[src/rtl/crash_detector_if.sv]
// Signal bundle between the colour mapper / game FSM side and crash_detector.
// frame_start is a one-cycle strobe; pixel flags count only when pix_valid=1; there is no backpressure.
interface crash_detector_if #(
    parameter int CNT_W = 12
);
    logic             Run;
    logic             frame_start;
    logic             pix_valid;
    logic             ship_pix;
    logic             obst_pix;
    logic [9:0]       ship_x;
    logic [9:0]       ship_y;
    logic             crash;
    logic [1:0]       crash_cause;
    logic [CNT_W-1:0] overlap_count;
    logic [1:0]       state;

    modport master (
        output Run, frame_start, pix_valid, ship_pix, obst_pix, ship_x, ship_y,
        input  crash, crash_cause, overlap_count, state
    );

    modport slave (
        input  Run, frame_start, pix_valid, ship_pix, obst_pix, ship_x, ship_y,
        output crash, crash_cause, overlap_count, state
    );
endinterface

[src/rtl/crash_detector.sv]
// Sticky crash flag for the game FSM: sustained ship/obstacle overlap or out-of-bounds position.
// Optional post-start grace period enabled by macro CRASH_DETECTOR_GRACE_EN.
module crash_detector #(
    parameter int         CNT_W        = 12,
    parameter int         HIT_THRESH   = 4,
    parameter int         CRASH_FRAMES = 2,
    parameter logic [9:0] X_MAX        = 10'd639,
    parameter logic [9:0] Y_MAX        = 10'd479
`ifdef CRASH_DETECTOR_GRACE_EN
    , parameter int       GRACE_FRAMES = 60
`endif
) (
    input  logic             Clk,
    input  logic             Reset,
    crash_detector_if.slave  bus
);
    typedef enum logic [1:0] {IDLE = 2'd0, ARMED = 2'd1, CRASHED = 2'd2} state_t;

    localparam int CONS_W = $clog2(CRASH_FRAMES + 1);
    localparam logic [CNT_W-1:0]  THR     = CNT_W'(HIT_THRESH);
    localparam logic [CONS_W:0]   CF      = (CONS_W + 1)'(CRASH_FRAMES);
    localparam logic [CNT_W-1:0]  ACC_MAX = '1;
    localparam logic [CONS_W-1:0] CON_MAX = '1;

    state_t             state, state_n;
    logic [CNT_W-1:0]   acc, acc_n, ovc, ovc_n;
    logic [CONS_W-1:0]  consec, consec_n;
    logic               synced, synced_n;
    logic               crash, crash_n;
    logic [1:0]         cause, cause_n;
    logic               hit_pix, frame_hit, ovl, bnd, eval_en;
    logic [CONS_W:0]    consec_p1;

`ifdef CRASH_DETECTOR_GRACE_EN
    localparam int GR_W = $clog2(GRACE_FRAMES + 1);
    logic [GR_W-1:0] grace, grace_n;
`endif

    assign hit_pix   = bus.pix_valid & bus.ship_pix & bus.obst_pix;
    assign frame_hit = (acc >= THR);
    assign consec_p1 = {1'b0, consec} + 1'b1;
    assign ovl       = frame_hit && (consec_p1 >= CF);
    assign bnd       = (bus.ship_x > X_MAX) || (bus.ship_y > Y_MAX);
`ifdef CRASH_DETECTOR_GRACE_EN
    assign eval_en   = (grace == '0);
`else
    assign eval_en   = 1'b1;
`endif

    always_comb begin
        state_n  = state;
        acc_n    = acc;
        ovc_n    = ovc;
        consec_n = consec;
        synced_n = synced;
        crash_n  = crash;
        cause_n  = cause;
`ifdef CRASH_DETECTOR_GRACE_EN
        grace_n  = grace;
`endif
        case (state)
            IDLE: begin
                acc_n    = '0;
                consec_n = '0;
                if (bus.Run) begin
                    state_n = ARMED;
`ifdef CRASH_DETECTOR_GRACE_EN
                    grace_n = GR_W'(GRACE_FRAMES);
`endif
                end
            end
            ARMED: begin
                if (!bus.Run) begin
                    // Run dropping beats a coincident frame_start: no evaluation
                    state_n  = IDLE;
                    acc_n    = '0;
                    consec_n = '0;
                    synced_n = 1'b0;
                end else if (bus.frame_start) begin
                    // The pixel on the strobe cycle belongs to the new frame
                    acc_n = {{(CNT_W-1){1'b0}}, hit_pix};
                    if (!synced) begin
                        synced_n = 1'b1;
                    end else begin
                        ovc_n = acc;
                        if (eval_en) begin
                            consec_n = frame_hit ? ((consec == CON_MAX) ? consec : consec + 1'b1) : '0;
                            if (ovl || bnd) begin
                                state_n = CRASHED;
                                crash_n = 1'b1;
                                cause_n = {bnd, ovl};
                            end
                        end else begin
                            consec_n = '0;
`ifdef CRASH_DETECTOR_GRACE_EN
                            grace_n  = grace - 1'b1;
`endif
                        end
                    end
                end else if (hit_pix && acc != ACC_MAX) begin
                    acc_n = acc + 1'b1;
                end
            end
            default: ;
        endcase
    end

    always_ff @(posedge Clk) begin
        if (Reset) begin
            state  <= IDLE;
            acc    <= '0;
            ovc    <= '0;
            consec <= '0;
            synced <= 1'b0;
            crash  <= 1'b0;
            cause  <= 2'b00;
`ifdef CRASH_DETECTOR_GRACE_EN
            grace  <= '0;
`endif
        end else begin
            state  <= state_n;
            acc    <= acc_n;
            ovc    <= ovc_n;
            consec <= consec_n;
            synced <= synced_n;
            crash  <= crash_n;
            cause  <= cause_n;
`ifdef CRASH_DETECTOR_GRACE_EN
            grace  <= grace_n;
`endif
        end
    end

    assign bus.crash         = crash;
    assign bus.crash_cause   = cause;
    assign bus.overlap_count = ovc;
    assign bus.state         = state;
endmodule

[src/flat_wrapper.sv]
// flat-port wrapper written by rule: the top's interface ports become plain ports
module crash_detector_flat 
#(
    parameter int         CNT_W        = 12,
    parameter int         HIT_THRESH   = 4,
    parameter int         CRASH_FRAMES = 2,
    parameter logic [9:0] X_MAX        = 10'd639,
    parameter logic [9:0] Y_MAX        = 10'd479

)
  (Clk, Reset, bus_Run, bus_frame_start, bus_pix_valid, bus_ship_pix, bus_obst_pix, bus_ship_x, bus_ship_y, bus_crash, bus_crash_cause, bus_overlap_count, bus_state);
  crash_detector_if #(.CNT_W(CNT_W)) bus_i ();
  input  logic Clk;
  input  logic Reset;
  input wire logic [$bits(bus_i.Run)-1:0] bus_Run;
  input wire logic [$bits(bus_i.frame_start)-1:0] bus_frame_start;
  input wire logic [$bits(bus_i.pix_valid)-1:0] bus_pix_valid;
  input wire logic [$bits(bus_i.ship_pix)-1:0] bus_ship_pix;
  input wire logic [$bits(bus_i.obst_pix)-1:0] bus_obst_pix;
  input wire logic [$bits(bus_i.ship_x)-1:0] bus_ship_x;
  input wire logic [$bits(bus_i.ship_y)-1:0] bus_ship_y;
  output wire logic [$bits(bus_i.crash)-1:0] bus_crash;
  output wire logic [$bits(bus_i.crash_cause)-1:0] bus_crash_cause;
  output wire logic [$bits(bus_i.overlap_count)-1:0] bus_overlap_count;
  output wire logic [$bits(bus_i.state)-1:0] bus_state;
  assign bus_i.Run = bus_Run;
  assign bus_i.frame_start = bus_frame_start;
  assign bus_i.pix_valid = bus_pix_valid;
  assign bus_i.ship_pix = bus_ship_pix;
  assign bus_i.obst_pix = bus_obst_pix;
  assign bus_i.ship_x = bus_ship_x;
  assign bus_i.ship_y = bus_ship_y;
  assign bus_crash = bus_i.crash;
  assign bus_crash_cause = bus_i.crash_cause;
  assign bus_overlap_count = bus_i.overlap_count;
  assign bus_state = bus_i.state;
  crash_detector #(.CNT_W(CNT_W), .HIT_THRESH(HIT_THRESH), .CRASH_FRAMES(CRASH_FRAMES), .X_MAX(X_MAX), .Y_MAX(Y_MAX)) u_core (.Clk(Clk), .Reset(Reset), .bus(bus_i));
endmodule
[config.mk]
export PLATFORM = sky130hd
export DESIGN_NAME = crash_detector_flat
export DESIGN_NICKNAME = d
export VERILOG_FILES = /design/src/rtl/crash_detector_if.sv /design/src/rtl/crash_detector.sv /design/src/flat_wrapper.sv
export SDC_FILE = /design/constraint.sdc
export NUM_CORES = 1
export LEC_CHECK = 0
export BUFFER_PORTS_ARGS = -buffer_cell sky130_fd_sc_hd__buf_2
export CAP_MARGIN = 10
export CORE_MARGIN = 1
export CORE_UTILIZATION = 52
export DETAILED_ROUTE_END_ITERATION = 8
export GPL_ROUTABILITY_DRIVEN = 0
export PLACE_DENSITY = 0.84
export SKIP_CTS_REPAIR_TIMING = 1
export SLEW_MARGIN = 0
export SYNTH_ARGS = -nofsm -noshare
export SYNTH_HDL_FRONTEND = slang
export SYNTH_SLANG_ARGS = --single-unit
[constraint.sdc]
create_clock -name Clk -period 2 [get_ports Clk]
set_clock_uncertainty 0.1 [all_clocks]
set_input_delay 0.2 -clock Clk [delete_from_list [all_inputs] [get_ports Clk]]
set_output_delay 0.2 -clock Clk [all_outputs]
set_load 0.01 [all_outputs]
Word-level counts from Yosys, hierarchy flattened --
Cells that the tools add are included. W data, S select, Z words.
Storage, ports and cells: flip-flop bits (word level) 32, word-level logic and storage cells 56
Operators by class: add/sub/neg operators 3, magnitude comparators 4, eq/ne operators 10, muxes and demuxes 18, bitwise logic cells 2, reductions and logical operators 12
Operators with widths (number):
- $mux W12 | 3
- $pmux W12 S2 | 1
- $mux W2 | 10
- $add A12 B1 Y12 const B | 1
- $ge A12 B3 Y1 const B | 1
- $ne A12 B12 Y1 const B | 1
- $gt A10 B10 Y1 const B | 1
- $gt A10 B9 Y1 const B | 1
- $reduce_and A5 Y1 | 2
- $pmux W2 S2 | 2
- $reduce_and A4 Y1 | 2
- $ne A3 B2 Y1 const B | 2
- $ne A4 B3 Y1 const B | 1
- $ne A4 B4 Y1 const B | 1
- $reduce_and A2 Y1 | 2
- $add A2 B1 Y3 const B | 1
- $ge A3 B2 Y1 const B | 1
- $ne A3 B3 Y1 const B | 1
- $add A2 B1 Y2 const B | 1
- $and A1 B1 Y1 | 2
- $eq A2 B1 Y1 const B | 1
- $eq A2 B2 Y1 const B | 1
- $logic_and A1 B1 Y1 | 2
- $logic_not A2 Y1 | 1
- other kinds (5) | 7

Logic depth before layout (Yosys ltp) --
depth in word-level cells 9, gate-level depth with buffers 6

Worst setup path after synthesis --
Ideal clock, no wire load.
path type reg2reg, start point register u_core.acc[1], end point register u_core.acc[9], arrival 1.603 ns, required time 1.800 ns, setup slack 0.197 ns, cell stages (with the launch flop) 7, period minus slack after synthesis 1.803 ns, cell sequence dfxtp_1 ha_1 nand4_2 nor4_4 buf_6 nor2_2 a2111oi_4
Between the ends: longest elaborated chain between the ends 5
Ends and longest elaborated chain:
- start: declaration | line crash_detector.sv:26 | logic [CNT_W-1:0] acc, acc_n, ovc, ovc_n;
- start signal: assignment | line crash_detector.sv:122 | acc <= acc_n;
- $add A12 B1 Y12 | line crash_detector.sv:101 | acc_n = acc + 1'b1;
- $mux W12 | line crash_detector.sv:100 | end else if (hit_pix && acc != ACC_MAX) begin
- $mux W12 | line crash_detector.sv:79 | end else if (bus.frame_start) begin
- $mux W12 | line crash_detector.sv:73 | if (!bus.Run) begin
- $pmux W12 S2 | line crash_detector.sv:61 | case (state)
Several ways; a longest one is shown, not always the timed one. The select of a mux whose other input is x is not followed. A chain may end at the register's enable or synchronous reset.

Worst setup path in the final report --
start point register u_core.acc[0], end point register u_core.acc[7]
The elaborated chain is that of the path after synthesis.

==> out/summary.txt <==
Status: finished, final reports clean
DR DRC count: 0
Library cells used by synthesis: 47
Crit share post-route: 0.909
Vias per cell: 5.89
Slew Limit Headroom: 0.632
Overall Global Routing Usage: 0.241
Top-area cell type share of the netlist area: 0.378
Overall power: 0.00107 W
Die ar.: 3500 sq um
# setup viols final: 0
Static Leakage: 0.749 nW
RSZ-0062 raised after global routing: false
Ys Warns: 0
NetSw: 0.000268 W
H-tree levels: 2
DRT antenna net count: 0
Clk pin slew, worst setup/hold paths: 0.10 ns
Cts bufs inserted: 5
Global route overflow: 0
Layout Utilization: 0.637
Final hold violations: 0
Total length of routed wires: 3840 microns
Critical path class: flop to flop
Area contributors post-synth: dfxtp_1, a21oi_1, nand2_1
CTS tree: built
Commonest cells post-synth: dfxtp_1, nand2_1, a21oi_1, nand3_1, inv_1
Synthesized Nets: 233
Synth Cell Area: 1700 sq um
Period minus WS final: 1.82 ns
Vias in the first global route: 1437
Number of diodes: 0
Clk_lat worst skew: 0.35 ns
Core Footprint: 3080 sq um
Root cell of the clock tree: clkbuf_4
# Max-Cap Violations: 0
Internal: 0.000798 W
Sink Count: 32
Synth area leader: dfxtp_1
Post-DR wirelength/cell: 13.7 microns
Num rows: 20
Share of layout cells above drive strength 1: 0.225
Initial core utilization: 0.551
Ys flop type: dfxtp_1
Vias: 1649
Clock power frac: 0.330
Most numerous cell in the Yosys netlist: dfxtp_1
Worst-case clock buffer depth: 2
Synthesis-to-finish area growth: 15.6%
Mapped Cells: 202
Setup TNS: 0 ns
Seq/Total Area, Yosys: 0.378
Worst EP arrival: 1.97 ns
CP Launch Type: flop
Pin count of the biggest net entering global routing: 26
Die span in y: 59.1 microns
Post-Syn Area per Cell: 8.40 sq um
Pin slew with the least headroom to its limit: 0.547 ns
Sw Share: 0.252
Asr flop ratio synth: 0
DP Area: 1910 sq um
Power share of the combinational group: 0.066
Slew Limit Fails: 0
IO Port Bufs: 31
# nets final: 267
CP Max Fanout: 11
Pwr Density: 544 nW/um^2
Post-route cell area: 1960 sq um
Synthesized flop and latch total: 32
First-pass GRT wire length: 6290 microns
CP required: 2.16 ns
Max VDD drop: 342 uV
Post-synth EDFFs: 0
Hpwl dp: 2870 microns
Initial antenna violation count: 0
Peak Freq: 550 MHz
Die Wd: 59.1 microns
DRT iter0 DRCs: 94
IO Pins: 44
CP endpoint kind: flop
Detailed-router iteration count before antenna repair: 4
Class of the worst hold path: primary input to flop
Reg power frac: 0.604
Hold slack: 0.127 ns
[worst max-delay path: stages, from the launching register on]
cell     delay, ns
dfxtp_1       0.34
ha_1          0.23
nand4_2       0.16
nor4_4        0.40
buf_4         0.24
o41ai_1       0.08
and3_1        0.16
[through the flow]
step                      setup slack [ns]  instances
after floorplan                      0.197        202
after global placement               0.241        273
after detailed placement             0.186        273
after CTS                            0.180        280
after global routing                0.0673        280
final                                0.183        280
[power groups by stage]
stage	sequential, W	clock, W	combinational (W)
3_3_place_gp	0.000658	0	0.0000682
5_1_grt	0.000644	0.000383	0.0000770
2_1_floorplan	0.000658	0	0.0000432
4_1_cts	0.000643	0.000356	0.0000700
6_report	0.000643	0.000352	0.0000703
3_5_place_dp	0.000658	0	0.0000699
[flip-flops by register name, summed over array words and instances, names as in the netlist]
signal / cells
u_core.bus.overlap_count: 12
u_core.consec: 2
u_core.acc: 12
u_core.bus.state: 2
u_core.bus.crash_cause: 2
u_core.bus.crash: 1
u_core.synced: 1
[final cells by class]
| type | instances | area (sq um) |
|---|---|---|
| clock buffer | 6 | 41.3 |
| clock inverter | 1 | 5.00 |
| fill | 278 | 1120 |
| inverter | 12 | 45.0 |
| multi-input combinational | 143 | 936 |
| sequential | 32 | 641 |
| tap | 44 | 55.1 |
| timing repair buffer | 42 | 238 |
[kinds of logic (layout without fill, tap and decap cells)]
| family | after synthesis | count (layout) | synth area share |
|---|---|---|---|
| DFF | 32 | 32 | 0.378 |
| muxes | 4 | 4 | 0.0236 |
| adders and majority gates | 4 | 4 | 0.0295 |
| and+or+nand+nor | 82 | 82 | 0.284 |
| buffers and inverters | 27 | 61 | 0.0708 |
| AOI/OAI and AO/OA | 53 | 53 | 0.215 |
[metal layers]
| metal | GRT usage | vias up | wire length [microns] |
|---|---|---|---|
| li1 | - | 811 | - |
| met1 | 0.288 | 782 | 1690 |
| met2 | 0.407 | 48 | 1900 |
| met3 | 0.0546 | 8 | 177 |
| met4 | 0.112 | 0 | 73 |
| met5 | 0 | - | 0 |
[final timing paths]
path / depth (start not counted) / to / from / slack (ns)
setup / recovery: 6 / u_core.acc[7] / u_core.acc[0] / 0.18
hold / removal: 4 / u_core.acc[1] / bus_frame_start / 0.13
setup reg to reg: 6 / u_core.acc[7] / u_core.acc[0] / 0.18
hold reg to reg: 2 / u_core.bus.overlap_count[5] / u_core.bus.overlap_count[5] / 0.35
[placed cells by master, fill, tap and decap left out, types with 3 or more instances in the layout]
cell,instances
o21ai_0,3
clkbuf_4,5
mux2i_1,4
buf_4,11
o31ai_1,6
nor2_1,5
a21oi_1,21
dfxtp_1,32
a21boi_0,5
nand2_1,25
or4_1,6
nand4_1,4
buf_2,31
nor4_1,3
inv_1,12
ha_1,4
and3_1,5
nand3_1,16
(Power assumes the default switching activity.)
